File: config.mk
export PLATFORM = sky130hd
export DESIGN_NAME = decode_stage
export DESIGN_NICKNAME = d
export VERILOG_FILES = /design/src/rtl/decode_stage.sv
export SDC_FILE = /design/constraint.sdc
export NUM_CORES = 1
export LEC_CHECK = 0
export BUFFER_PORTS_ARGS = -buffer_cell sky130_fd_sc_hd__buf_2
export CAP_MARGIN = 40
export CELL_PAD_IN_SITES_DETAIL_PLACEMENT = 0
export CELL_PAD_IN_SITES_GLOBAL_PLACEMENT = 2
export CORE_UTILIZATION = 25
export DETAILED_ROUTE_END_ITERATION = 6
export PLACE_DENSITY_LB_ADDON = 0.08
export SYNTH_ARGS = -nofsm -noshare
export SYNTH_HDL_FRONTEND = slang
export SYNTH_SLANG_ARGS = --single-unit
File: constraint.sdc
create_clock -name clk -period 2.9 [get_ports clk]
set_clock_uncertainty 0.15 [all_clocks]
set_input_delay 0.58 -clock clk [delete_from_list [all_inputs] [get_ports clk]]
set_output_delay 0.58 -clock clk [all_outputs]
set_load 0.01 [all_outputs]
File: src/rtl/decode_stage.sv
// decode_stage: registered RV32I decode stage with optional M-extension,
// illegal-instruction detection, ECALL/EBREAK halt detection, a halt lock
// and flush. One pipeline register sits between fetch and register-read.
//
// Handshake: a transfer on either side happens on a rising clk edge where
// the producer's valid and the consumer's ready are both 1. The producer
// holds its valid (and payload) stable until the transfer happens. in_ready
// is combinational: the stage is running, its single slot is empty or
// draining this cycle, and no flush is requested. While out_valid=1 and
// out_ready=0 every output holds stable.
module decode_stage #(
  parameter int ENABLE_M  = 1,
  parameter int ALUCODE_W = 6,
  parameter int PC_W      = 32
) (
  input  logic                 clk,
  input  logic                 rst,
  input  logic                 in_valid,
  output logic                 in_ready,
  input  logic [31:0]          in_ir,
  input  logic [PC_W-1:0]      in_pc,
  input  logic                 flush,
  output logic                 out_valid,
  input  logic                 out_ready,
  output logic [PC_W-1:0]      out_pc,
  output logic [4:0]           srcreg1_num,
  output logic [4:0]           srcreg2_num,
  output logic [4:0]           dstreg_num,
  output logic [31:0]          imm,
  output logic [ALUCODE_W-1:0] alucode,
  output logic [1:0]           aluop1_type,
  output logic [1:0]           aluop2_type,
  output logic                 reg_we,
  output logic                 is_load,
  output logic                 is_store,
  output logic                 is_halt,
  output logic                 is_illegal,
  output logic                 dbg_state
);

  // Operand source encodings
  localparam logic [1:0] OP_TYPE_NONE = 2'd0;
  localparam logic [1:0] OP_TYPE_REG  = 2'd1;
  localparam logic [1:0] OP_TYPE_IMM  = 2'd2;
  localparam logic [1:0] OP_TYPE_PC   = 2'd3;

  // ALU operation encodings
  localparam logic [ALUCODE_W-1:0] ALU_LUI    = ALUCODE_W'(0);
  localparam logic [ALUCODE_W-1:0] ALU_JAL    = ALUCODE_W'(1);
  localparam logic [ALUCODE_W-1:0] ALU_JALR   = ALUCODE_W'(2);
  localparam logic [ALUCODE_W-1:0] ALU_BEQ    = ALUCODE_W'(3);
  localparam logic [ALUCODE_W-1:0] ALU_BNE    = ALUCODE_W'(4);
  localparam logic [ALUCODE_W-1:0] ALU_BLT    = ALUCODE_W'(5);
  localparam logic [ALUCODE_W-1:0] ALU_BGE    = ALUCODE_W'(6);
  localparam logic [ALUCODE_W-1:0] ALU_BLTU   = ALUCODE_W'(7);
  localparam logic [ALUCODE_W-1:0] ALU_BGEU   = ALUCODE_W'(8);
  localparam logic [ALUCODE_W-1:0] ALU_LB     = ALUCODE_W'(9);
  localparam logic [ALUCODE_W-1:0] ALU_LH     = ALUCODE_W'(10);
  localparam logic [ALUCODE_W-1:0] ALU_LW     = ALUCODE_W'(11);
  localparam logic [ALUCODE_W-1:0] ALU_LBU    = ALUCODE_W'(12);
  localparam logic [ALUCODE_W-1:0] ALU_LHU    = ALUCODE_W'(13);
  localparam logic [ALUCODE_W-1:0] ALU_SB     = ALUCODE_W'(14);
  localparam logic [ALUCODE_W-1:0] ALU_SH     = ALUCODE_W'(15);
  localparam logic [ALUCODE_W-1:0] ALU_SW     = ALUCODE_W'(16);
  localparam logic [ALUCODE_W-1:0] ALU_ADD    = ALUCODE_W'(17);
  localparam logic [ALUCODE_W-1:0] ALU_SUB    = ALUCODE_W'(18);
  localparam logic [ALUCODE_W-1:0] ALU_XOR    = ALUCODE_W'(19);
  localparam logic [ALUCODE_W-1:0] ALU_OR     = ALUCODE_W'(20);
  localparam logic [ALUCODE_W-1:0] ALU_AND    = ALUCODE_W'(21);
  localparam logic [ALUCODE_W-1:0] ALU_SLT    = ALUCODE_W'(22);
  localparam logic [ALUCODE_W-1:0] ALU_SLTU   = ALUCODE_W'(23);
  localparam logic [ALUCODE_W-1:0] ALU_SLL    = ALUCODE_W'(24);
  localparam logic [ALUCODE_W-1:0] ALU_SRL    = ALUCODE_W'(25);
  localparam logic [ALUCODE_W-1:0] ALU_SRA    = ALUCODE_W'(26);
  localparam logic [ALUCODE_W-1:0] ALU_MUL    = ALUCODE_W'(27);
  localparam logic [ALUCODE_W-1:0] ALU_MULH   = ALUCODE_W'(28);
  localparam logic [ALUCODE_W-1:0] ALU_MULHSU = ALUCODE_W'(29);
  localparam logic [ALUCODE_W-1:0] ALU_MULHU  = ALUCODE_W'(30);
  localparam logic [ALUCODE_W-1:0] ALU_DIV    = ALUCODE_W'(31);
  localparam logic [ALUCODE_W-1:0] ALU_DIVU   = ALUCODE_W'(32);
  localparam logic [ALUCODE_W-1:0] ALU_REM    = ALUCODE_W'(33);
  localparam logic [ALUCODE_W-1:0] ALU_REMU   = ALUCODE_W'(34);

  // Major opcodes (ir[6:0], low two bits must be 11)
  localparam logic [6:0] OPC_LUI    = 7'b0110111;
  localparam logic [6:0] OPC_AUIPC  = 7'b0010111;
  localparam logic [6:0] OPC_JAL    = 7'b1101111;
  localparam logic [6:0] OPC_JALR   = 7'b1100111;
  localparam logic [6:0] OPC_BRANCH = 7'b1100011;
  localparam logic [6:0] OPC_LOAD   = 7'b0000011;
  localparam logic [6:0] OPC_STORE  = 7'b0100011;
  localparam logic [6:0] OPC_OPIMM  = 7'b0010011;
  localparam logic [6:0] OPC_OP     = 7'b0110011;
  localparam logic [6:0] OPC_SYSTEM = 7'b1110011;

  localparam logic [6:0]  F7_BASE   = 7'b0000000;
  localparam logic [6:0]  F7_ALT    = 7'b0100000;
  localparam logic [6:0]  F7_MULDIV = 7'b0000001;
  localparam logic [31:0] IR_ECALL  = 32'h0000_0073;
  localparam logic [31:0] IR_EBREAK = 32'h0010_0073;

  typedef enum logic {
    ST_RUN    = 1'b0,
    ST_HALTED = 1'b1
  } state_t;

  state_t                 state_q;
  logic                   valid_q;
  logic [PC_W-1:0]        pc_q;
  logic [4:0]             rs1_q, rs2_q, rd_q;
  logic [31:0]            imm_q;
  logic [ALUCODE_W-1:0]   alu_q;
  logic [1:0]             t1_q, t2_q;
  logic                   we_q, ld_q, st_q, halt_q, ill_q;

  logic [4:0]             rs1_d, rs2_d, rd_d;
  logic [31:0]            imm_d;
  logic [ALUCODE_W-1:0]   alu_d;
  logic [1:0]             t1_d, t2_d;
  logic                   we_d, ld_d, st_d, halt_d, ill_d;

  logic [6:0]  opcode;
  logic [2:0]  funct3;
  logic [6:0]  funct7;
  logic [31:0] imm_i, imm_s, imm_b, imm_u, imm_j, imm_sh;
  logic        accept;

  assign opcode = in_ir[6:0];
  assign funct3 = in_ir[14:12];
  assign funct7 = in_ir[31:25];

  assign imm_i  = {{20{in_ir[31]}}, in_ir[31:20]};
  assign imm_s  = {{20{in_ir[31]}}, in_ir[31:25], in_ir[11:7]};
  assign imm_b  = {{19{in_ir[31]}}, in_ir[31], in_ir[7], in_ir[30:25], in_ir[11:8], 1'b0};
  assign imm_u  = {in_ir[31:12], 12'h000};
  assign imm_j  = {{11{in_ir[31]}}, in_ir[31], in_ir[19:12], in_ir[20], in_ir[30:21], 1'b0};
  assign imm_sh = {27'b0, in_ir[24:20]};

  assign in_ready = (state_q == ST_RUN) && (!valid_q || out_ready) && !flush;
  assign accept   = in_valid && in_ready;

  // Decode the incoming word into next bundle fields; illegal words collapse to an inert bundle
  always_comb begin
    rs1_d  = '0;
    rs2_d  = '0;
    rd_d   = '0;
    imm_d  = '0;
    alu_d  = '0;
    t1_d   = OP_TYPE_NONE;
    t2_d   = OP_TYPE_NONE;
    we_d   = 1'b0;
    ld_d   = 1'b0;
    st_d   = 1'b0;
    halt_d = 1'b0;
    ill_d  = 1'b0;
    case (opcode)
      OPC_LUI: begin
        rd_d  = in_ir[11:7];
        imm_d = imm_u;
        alu_d = ALU_LUI;
        t2_d  = OP_TYPE_IMM;
        we_d  = 1'b1;
      end
      OPC_AUIPC: begin
        rd_d  = in_ir[11:7];
        imm_d = imm_u;
        alu_d = ALU_ADD;
        t1_d  = OP_TYPE_IMM;
        t2_d  = OP_TYPE_PC;
        we_d  = 1'b1;
      end
      OPC_JAL: begin
        rd_d  = in_ir[11:7];
        imm_d = imm_j;
        alu_d = ALU_JAL;
        t2_d  = OP_TYPE_PC;
        we_d  = |in_ir[11:7];
      end
      OPC_JALR: begin
        rs1_d = in_ir[19:15];
        rd_d  = in_ir[11:7];
        imm_d = imm_i;
        alu_d = ALU_JALR;
        t1_d  = OP_TYPE_REG;
        t2_d  = OP_TYPE_PC;
        we_d  = |in_ir[11:7];
      end
      OPC_BRANCH: begin
        rs1_d = in_ir[19:15];
        rs2_d = in_ir[24:20];
        imm_d = imm_b;
        t1_d  = OP_TYPE_REG;
        t2_d  = OP_TYPE_REG;
        case (funct3)
          3'd0:    alu_d = ALU_BEQ;
          3'd1:    alu_d = ALU_BNE;
          3'd4:    alu_d = ALU_BLT;
          3'd5:    alu_d = ALU_BGE;
          3'd6:    alu_d = ALU_BLTU;
          3'd7:    alu_d = ALU_BGEU;
          default: ill_d = 1'b1;
        endcase
      end
      OPC_LOAD: begin
        rs1_d = in_ir[19:15];
        rd_d  = in_ir[11:7];
        imm_d = imm_i;
        t1_d  = OP_TYPE_REG;
        t2_d  = OP_TYPE_IMM;
        we_d  = 1'b1;
        ld_d  = 1'b1;
        case (funct3)
          3'd0:    alu_d = ALU_LB;
          3'd1:    alu_d = ALU_LH;
          3'd2:    alu_d = ALU_LW;
          3'd4:    alu_d = ALU_LBU;
          3'd5:    alu_d = ALU_LHU;
          default: ill_d = 1'b1;
        endcase
      end
      OPC_STORE: begin
        rs1_d = in_ir[19:15];
        rs2_d = in_ir[24:20];
        imm_d = imm_s;
        t1_d  = OP_TYPE_REG;
        t2_d  = OP_TYPE_IMM;
        st_d  = 1'b1;
        case (funct3)
          3'd0:    alu_d = ALU_SB;
          3'd1:    alu_d = ALU_SH;
          3'd2:    alu_d = ALU_SW;
          default: ill_d = 1'b1;
        endcase
      end
      OPC_OPIMM: begin
        rs1_d = in_ir[19:15];
        rd_d  = in_ir[11:7];
        imm_d = imm_i;
        t1_d  = OP_TYPE_REG;
        t2_d  = OP_TYPE_IMM;
        we_d  = 1'b1;
        case (funct3)
          3'd0: alu_d = ALU_ADD;
          3'd2: alu_d = ALU_SLT;
          3'd3: alu_d = ALU_SLTU;
          3'd4: alu_d = ALU_XOR;
          3'd6: alu_d = ALU_OR;
          3'd7: alu_d = ALU_AND;
          3'd1: begin
            alu_d = ALU_SLL;
            imm_d = imm_sh;
            if (funct7 != F7_BASE) ill_d = 1'b1;
          end
          default: begin
            imm_d = imm_sh;
            if (funct7 == F7_BASE)     alu_d = ALU_SRL;
            else if (funct7 == F7_ALT) alu_d = ALU_SRA;
            else                       ill_d = 1'b1;
          end
        endcase
      end
      OPC_OP: begin
        rs1_d = in_ir[19:15];
        rs2_d = in_ir[24:20];
        rd_d  = in_ir[11:7];
        t1_d  = OP_TYPE_REG;
        t2_d  = OP_TYPE_REG;
        we_d  = 1'b1;
        if (funct7 == F7_MULDIV) begin
          if (ENABLE_M != 0) begin
            case (funct3)
              3'd0:    alu_d = ALU_MUL;
              3'd1:    alu_d = ALU_MULH;
              3'd2:    alu_d = ALU_MULHSU;
              3'd3:    alu_d = ALU_MULHU;
              3'd4:    alu_d = ALU_DIV;
              3'd5:    alu_d = ALU_DIVU;
              3'd6:    alu_d = ALU_REM;
              default: alu_d = ALU_REMU;
            endcase
          end else begin
            ill_d = 1'b1;
          end
        end else if (funct7 == F7_BASE) begin
          case (funct3)
            3'd0:    alu_d = ALU_ADD;
            3'd1:    alu_d = ALU_SLL;
            3'd2:    alu_d = ALU_SLT;
            3'd3:    alu_d = ALU_SLTU;
            3'd4:    alu_d = ALU_XOR;
            3'd5:    alu_d = ALU_SRL;
            3'd6:    alu_d = ALU_OR;
            default: alu_d = ALU_AND;
          endcase
        end else if (funct7 == F7_ALT) begin
          if (funct3 == 3'd0)      alu_d = ALU_SUB;
          else if (funct3 == 3'd5) alu_d = ALU_SRA;
          else                     ill_d = 1'b1;
        end else begin
          ill_d = 1'b1;
        end
      end
      OPC_SYSTEM: begin
        // Only the exact ECALL/EBREAK words stop the core; everything else is rejected
        if (in_ir == IR_ECALL || in_ir == IR_EBREAK) halt_d = 1'b1;
        else                                         ill_d  = 1'b1;
      end
      default: ill_d = 1'b1;
    endcase
    if (ill_d) begin
      rs1_d = '0;
      rs2_d = '0;
      rd_d  = '0;
      imm_d = '0;
      alu_d = '0;
      t1_d  = OP_TYPE_NONE;
      t2_d  = OP_TYPE_NONE;
      we_d  = 1'b0;
      ld_d  = 1'b0;
      st_d  = 1'b0;
    end
  end

  // Halt-lock FSM and the single pipeline slot; flush beats accept/drain, reset beats flush
  always_ff @(posedge clk) begin
    if (rst) begin
      state_q <= ST_RUN;
      valid_q <= 1'b0;
      pc_q    <= '0;
      rs1_q   <= '0;
      rs2_q   <= '0;
      rd_q    <= '0;
      imm_q   <= '0;
      alu_q   <= '0;
      t1_q    <= OP_TYPE_NONE;
      t2_q    <= OP_TYPE_NONE;
      we_q    <= 1'b0;
      ld_q    <= 1'b0;
      st_q    <= 1'b0;
      halt_q  <= 1'b0;
      ill_q   <= 1'b0;
    end else if (flush) begin
      state_q <= ST_RUN;
      valid_q <= 1'b0;
    end else if (accept) begin
      valid_q <= 1'b1;
      pc_q    <= in_pc;
      rs1_q   <= rs1_d;
      rs2_q   <= rs2_d;
      rd_q    <= rd_d;
      imm_q   <= imm_d;
      alu_q   <= alu_d;
      t1_q    <= t1_d;
      t2_q    <= t2_d;
      we_q    <= we_d;
      ld_q    <= ld_d;
      st_q    <= st_d;
      halt_q  <= halt_d;
      ill_q   <= ill_d;
      if (halt_d) state_q <= ST_HALTED;
    end else if (out_ready) begin
      valid_q <= 1'b0;
    end
  end

  assign out_valid   = valid_q;
  assign out_pc      = pc_q;
  assign srcreg1_num = rs1_q;
  assign srcreg2_num = rs2_q;
  assign dstreg_num  = rd_q;
  assign imm         = imm_q;
  assign alucode     = alu_q;
  assign aluop1_type = t1_q;
  assign aluop2_type = t2_q;
  assign reg_we      = we_q;
  assign is_load     = ld_q;
  assign is_store    = st_q;
  assign is_halt     = halt_q;
  assign is_illegal  = ill_q;
  assign dbg_state   = (state_q == ST_HALTED);

endmodule

==> out/qor.csv <==
metric;value;unit
ys_ff_latch;96;
grt_pass1_wl;26.27;mm
fp.dieArea;18780;um^2
layout-drive-gt1-share;36.69;%
wire_per_inst;17.48;um
drt-vias-per-instance;4.994;
finalCriticalPeriod;2.804;ns
cts.htree.levels;3;
die-width;137.0;um
synth_edf_count;0;
final_nets;813;
ioPinCount;166;
postCtsSetupRepairBufs;0;
worst_skew_pair.late_latency;0.34;ns
leakage;2.830;nW
worst_pin_slew;0.5373;ns
synth.top_cell.area_share;42.15;%
synth_area;4559;um^2
grt_max_degree;44;
antenna_found_initial;0;
criticalPathCategory;input pin to register;
fmax;0.3566;GHz
cap_violations;0;
drt-pass1-iter-count;4;
critPathMaxFanout;4;
report.power.total;2.983;mW
start_util;25.47;%
cts.sinks;96;
grt_overflow;0;
root_buffer;clkbuf_16;
dp.final_hpwl;13.18;mm
grt_setup_unrepaired;false;
globalRouteMet3Util;4.037;%
synth_commonest_cells;nand2_1, dfxtp_1, a21oi_1;
critPathCaptureType;register;
gr-max-usage-layer;met2;
p_per_area;467.8;nW/um^2
status;finished, final reports clean;
yosys-top-cells-area;dfxtp_1, a22o_1, nand2_1;
ant_nets;0;
ys_warn_count;0;
drtIter0Drc;242;
drv_slew;0;
io_buffers;165;
finalHoldViolations;0;
grt_pass1_vias;4640;
hold_path.class;register to register;
synth_most_common_cell;nand2_1;
numCtsBuffers;9;
gp_congestion;0.8459;
setup_viol;0;
tns;0;ns
routed_wl;17.01;mm
worstPathArrival;2.92;ns
grtUsageMet1;24.86;%
synth_cell_types;59;
cts.path.max_buffers;2;
syn-num-nets;613;
relSlewSlack;63.80;%
fp.dieH;137.0;um
use_met2;29.26;%
area_growth;39.87;%
worstPathRequired;3.02;ns
period_share;96.70;%
async_reset_ff_share;0;%
whs;0.3004;ns
track_usage;18.41;%
yosys_most_used_dff;dfxtp_1;
clkTransAtPathRegs;0.07;ns
core-area;17900;um^2
ys_seq_area_share;42.15;%
cp-start-kind;input pin;
cts_tree;done;
antennaDiodeCount;0;
ir_drop;0.3201;mV
synthCells;539;
rows;49;
vias;4859;
drc;0;
yosysTopAreaCell;dfxtp_1;
avgSynthCellArea;8.459;um^2
[final timing paths]
path | start | end | slack (ns) | cells after the start
hold / removal | out_pc[12]$_SDFFE_PP0P_ | out_pc[12]$_SDFFE_PP0P_ | 0.30 | 2
setup reg to reg | out_valid$_SDFFE_PP0P_ | imm[18]$_SDFFE_PP0P_ | 0.33 | 7
hold reg to reg | out_pc[12]$_SDFFE_PP0P_ | out_pc[12]$_SDFFE_PP0P_ | 0.30 | 2
setup / recovery | in_ir[27] | imm[18]$_SDFFE_PP0P_ | 0.1 | 8
[kinds of logic after synthesis]
logic type / Yosys count / synth area share [%]
buffers and inverters: 53 / 4.638
XOR/XNOR: 1 / 0.1921
AO/OA/AOI/OAI: 176 / 28.76
flip-flops: 96 / 42.15
adder cells (fa/ha/maj): 5 / 1.372
AND/OR/NAND/NOR: 203 / 21.79
multiplexers: 5 / 1.098
[worst max-delay path, cell delays in order]
cell and delay (ns):
buf_2 0.11, or4_4 0.57, or4_4 0.49, a22oi_1 0.23, o32ai_2 0.18, or2_1 0.34
buf_4 0.19, o31ai_2 0.23
[state kept, by name, summed over array words and instances (netlist names)]
register / flops
reg_we: 1
out_pc: 32
is_store: 1
srcreg1_num: 5
imm: 32
srcreg2_num: 5
dstreg_num: 5
alucode: 6
out_valid: 1
aluop2_type: 2
is_halt: 1
is_illegal: 1
aluop1_type: 2
dbg_state: 1
is_load: 1
[routing by layer]
metal / part of all wire [%] / wire length [um]
met1: 47 / 7943
met2: 46 / 7845
met3: 5.5 / 942
met4: 1.6 / 276
met5: 0 / 0
[cell type report]
cell class | count | area, um^2
fill | 1923 | 11520
multi-input combinational | 390 | 2449
sequential | 96 | 1922
timing repair buffer | 233 | 1374
tap | 229 | 286.5
clock buffer | 10 | 239.0
clock inverter | 6 | 73.82
inverter | 9 | 33.78
[report_power, final]
group | internal (mW) | switching [mW]
combinational | 0.150 | 0.230
sequential | 1.34 | 0.00981
clock | 0.705 | 0.550
total | 2.19 | 0.789
[cell usage in the layout, fill, tap and decap left out, types with 3 or more instances in the layout]
| cell | n |
|---|---|
| a22o_1 | 45 |
| or3_1 | 6 |
| o211ai_1 | 3 |
| nor4_1 | 4 |
| ha_1 | 5 |
| o32a_1 | 3 |
| inv_1 | 9 |
| buf_12 | 3 |
| o31ai_2 | 10 |
| clkbuf_16 | 9 |
| a32oi_1 | 3 |
| buf_2 | 165 |
| a21oi_1 | 55 |
| a32o_1 | 12 |
| mux2i_1 | 5 |
| o21ai_0 | 15 |
| o31ai_1 | 3 |
| nor2b_1 | 9 |
| nor3_1 | 13 |
| nor2_1 | 27 |
| a22oi_1 | 7 |
| o22ai_1 | 3 |
| nand2_1 | 100 |
| dfxtp_1 | 96 |
| buf_4 | 65 |
| nand3_1 | 12 |
[stage by stage]
step / area, um^2 / instances / worst slack, ns / utilization [%]
2_1_floorplan: 4561 / 539 / 0.02454 / -
5_1_grt: 6377 / 973 / 0.01839 / 35.62
3_5_place_dp: 6058 / 957 / -0.2978 / 33.84
4_1_cts: 6371 / 973 / 0.05149 / 35.59
3_3_place_gp: 6058 / 957 / -0.2291 / 33.84
6_report: 6377 / 973 / 0.09560 / 35.62
[repair_timing]
action | in CTS | in global routing
resized for setup | 0 | 1
hold buffers | 0 | 0
endpoints found under the setup margin | 0 | 15
Note: power is estimated with default switching activity, not from simulation.
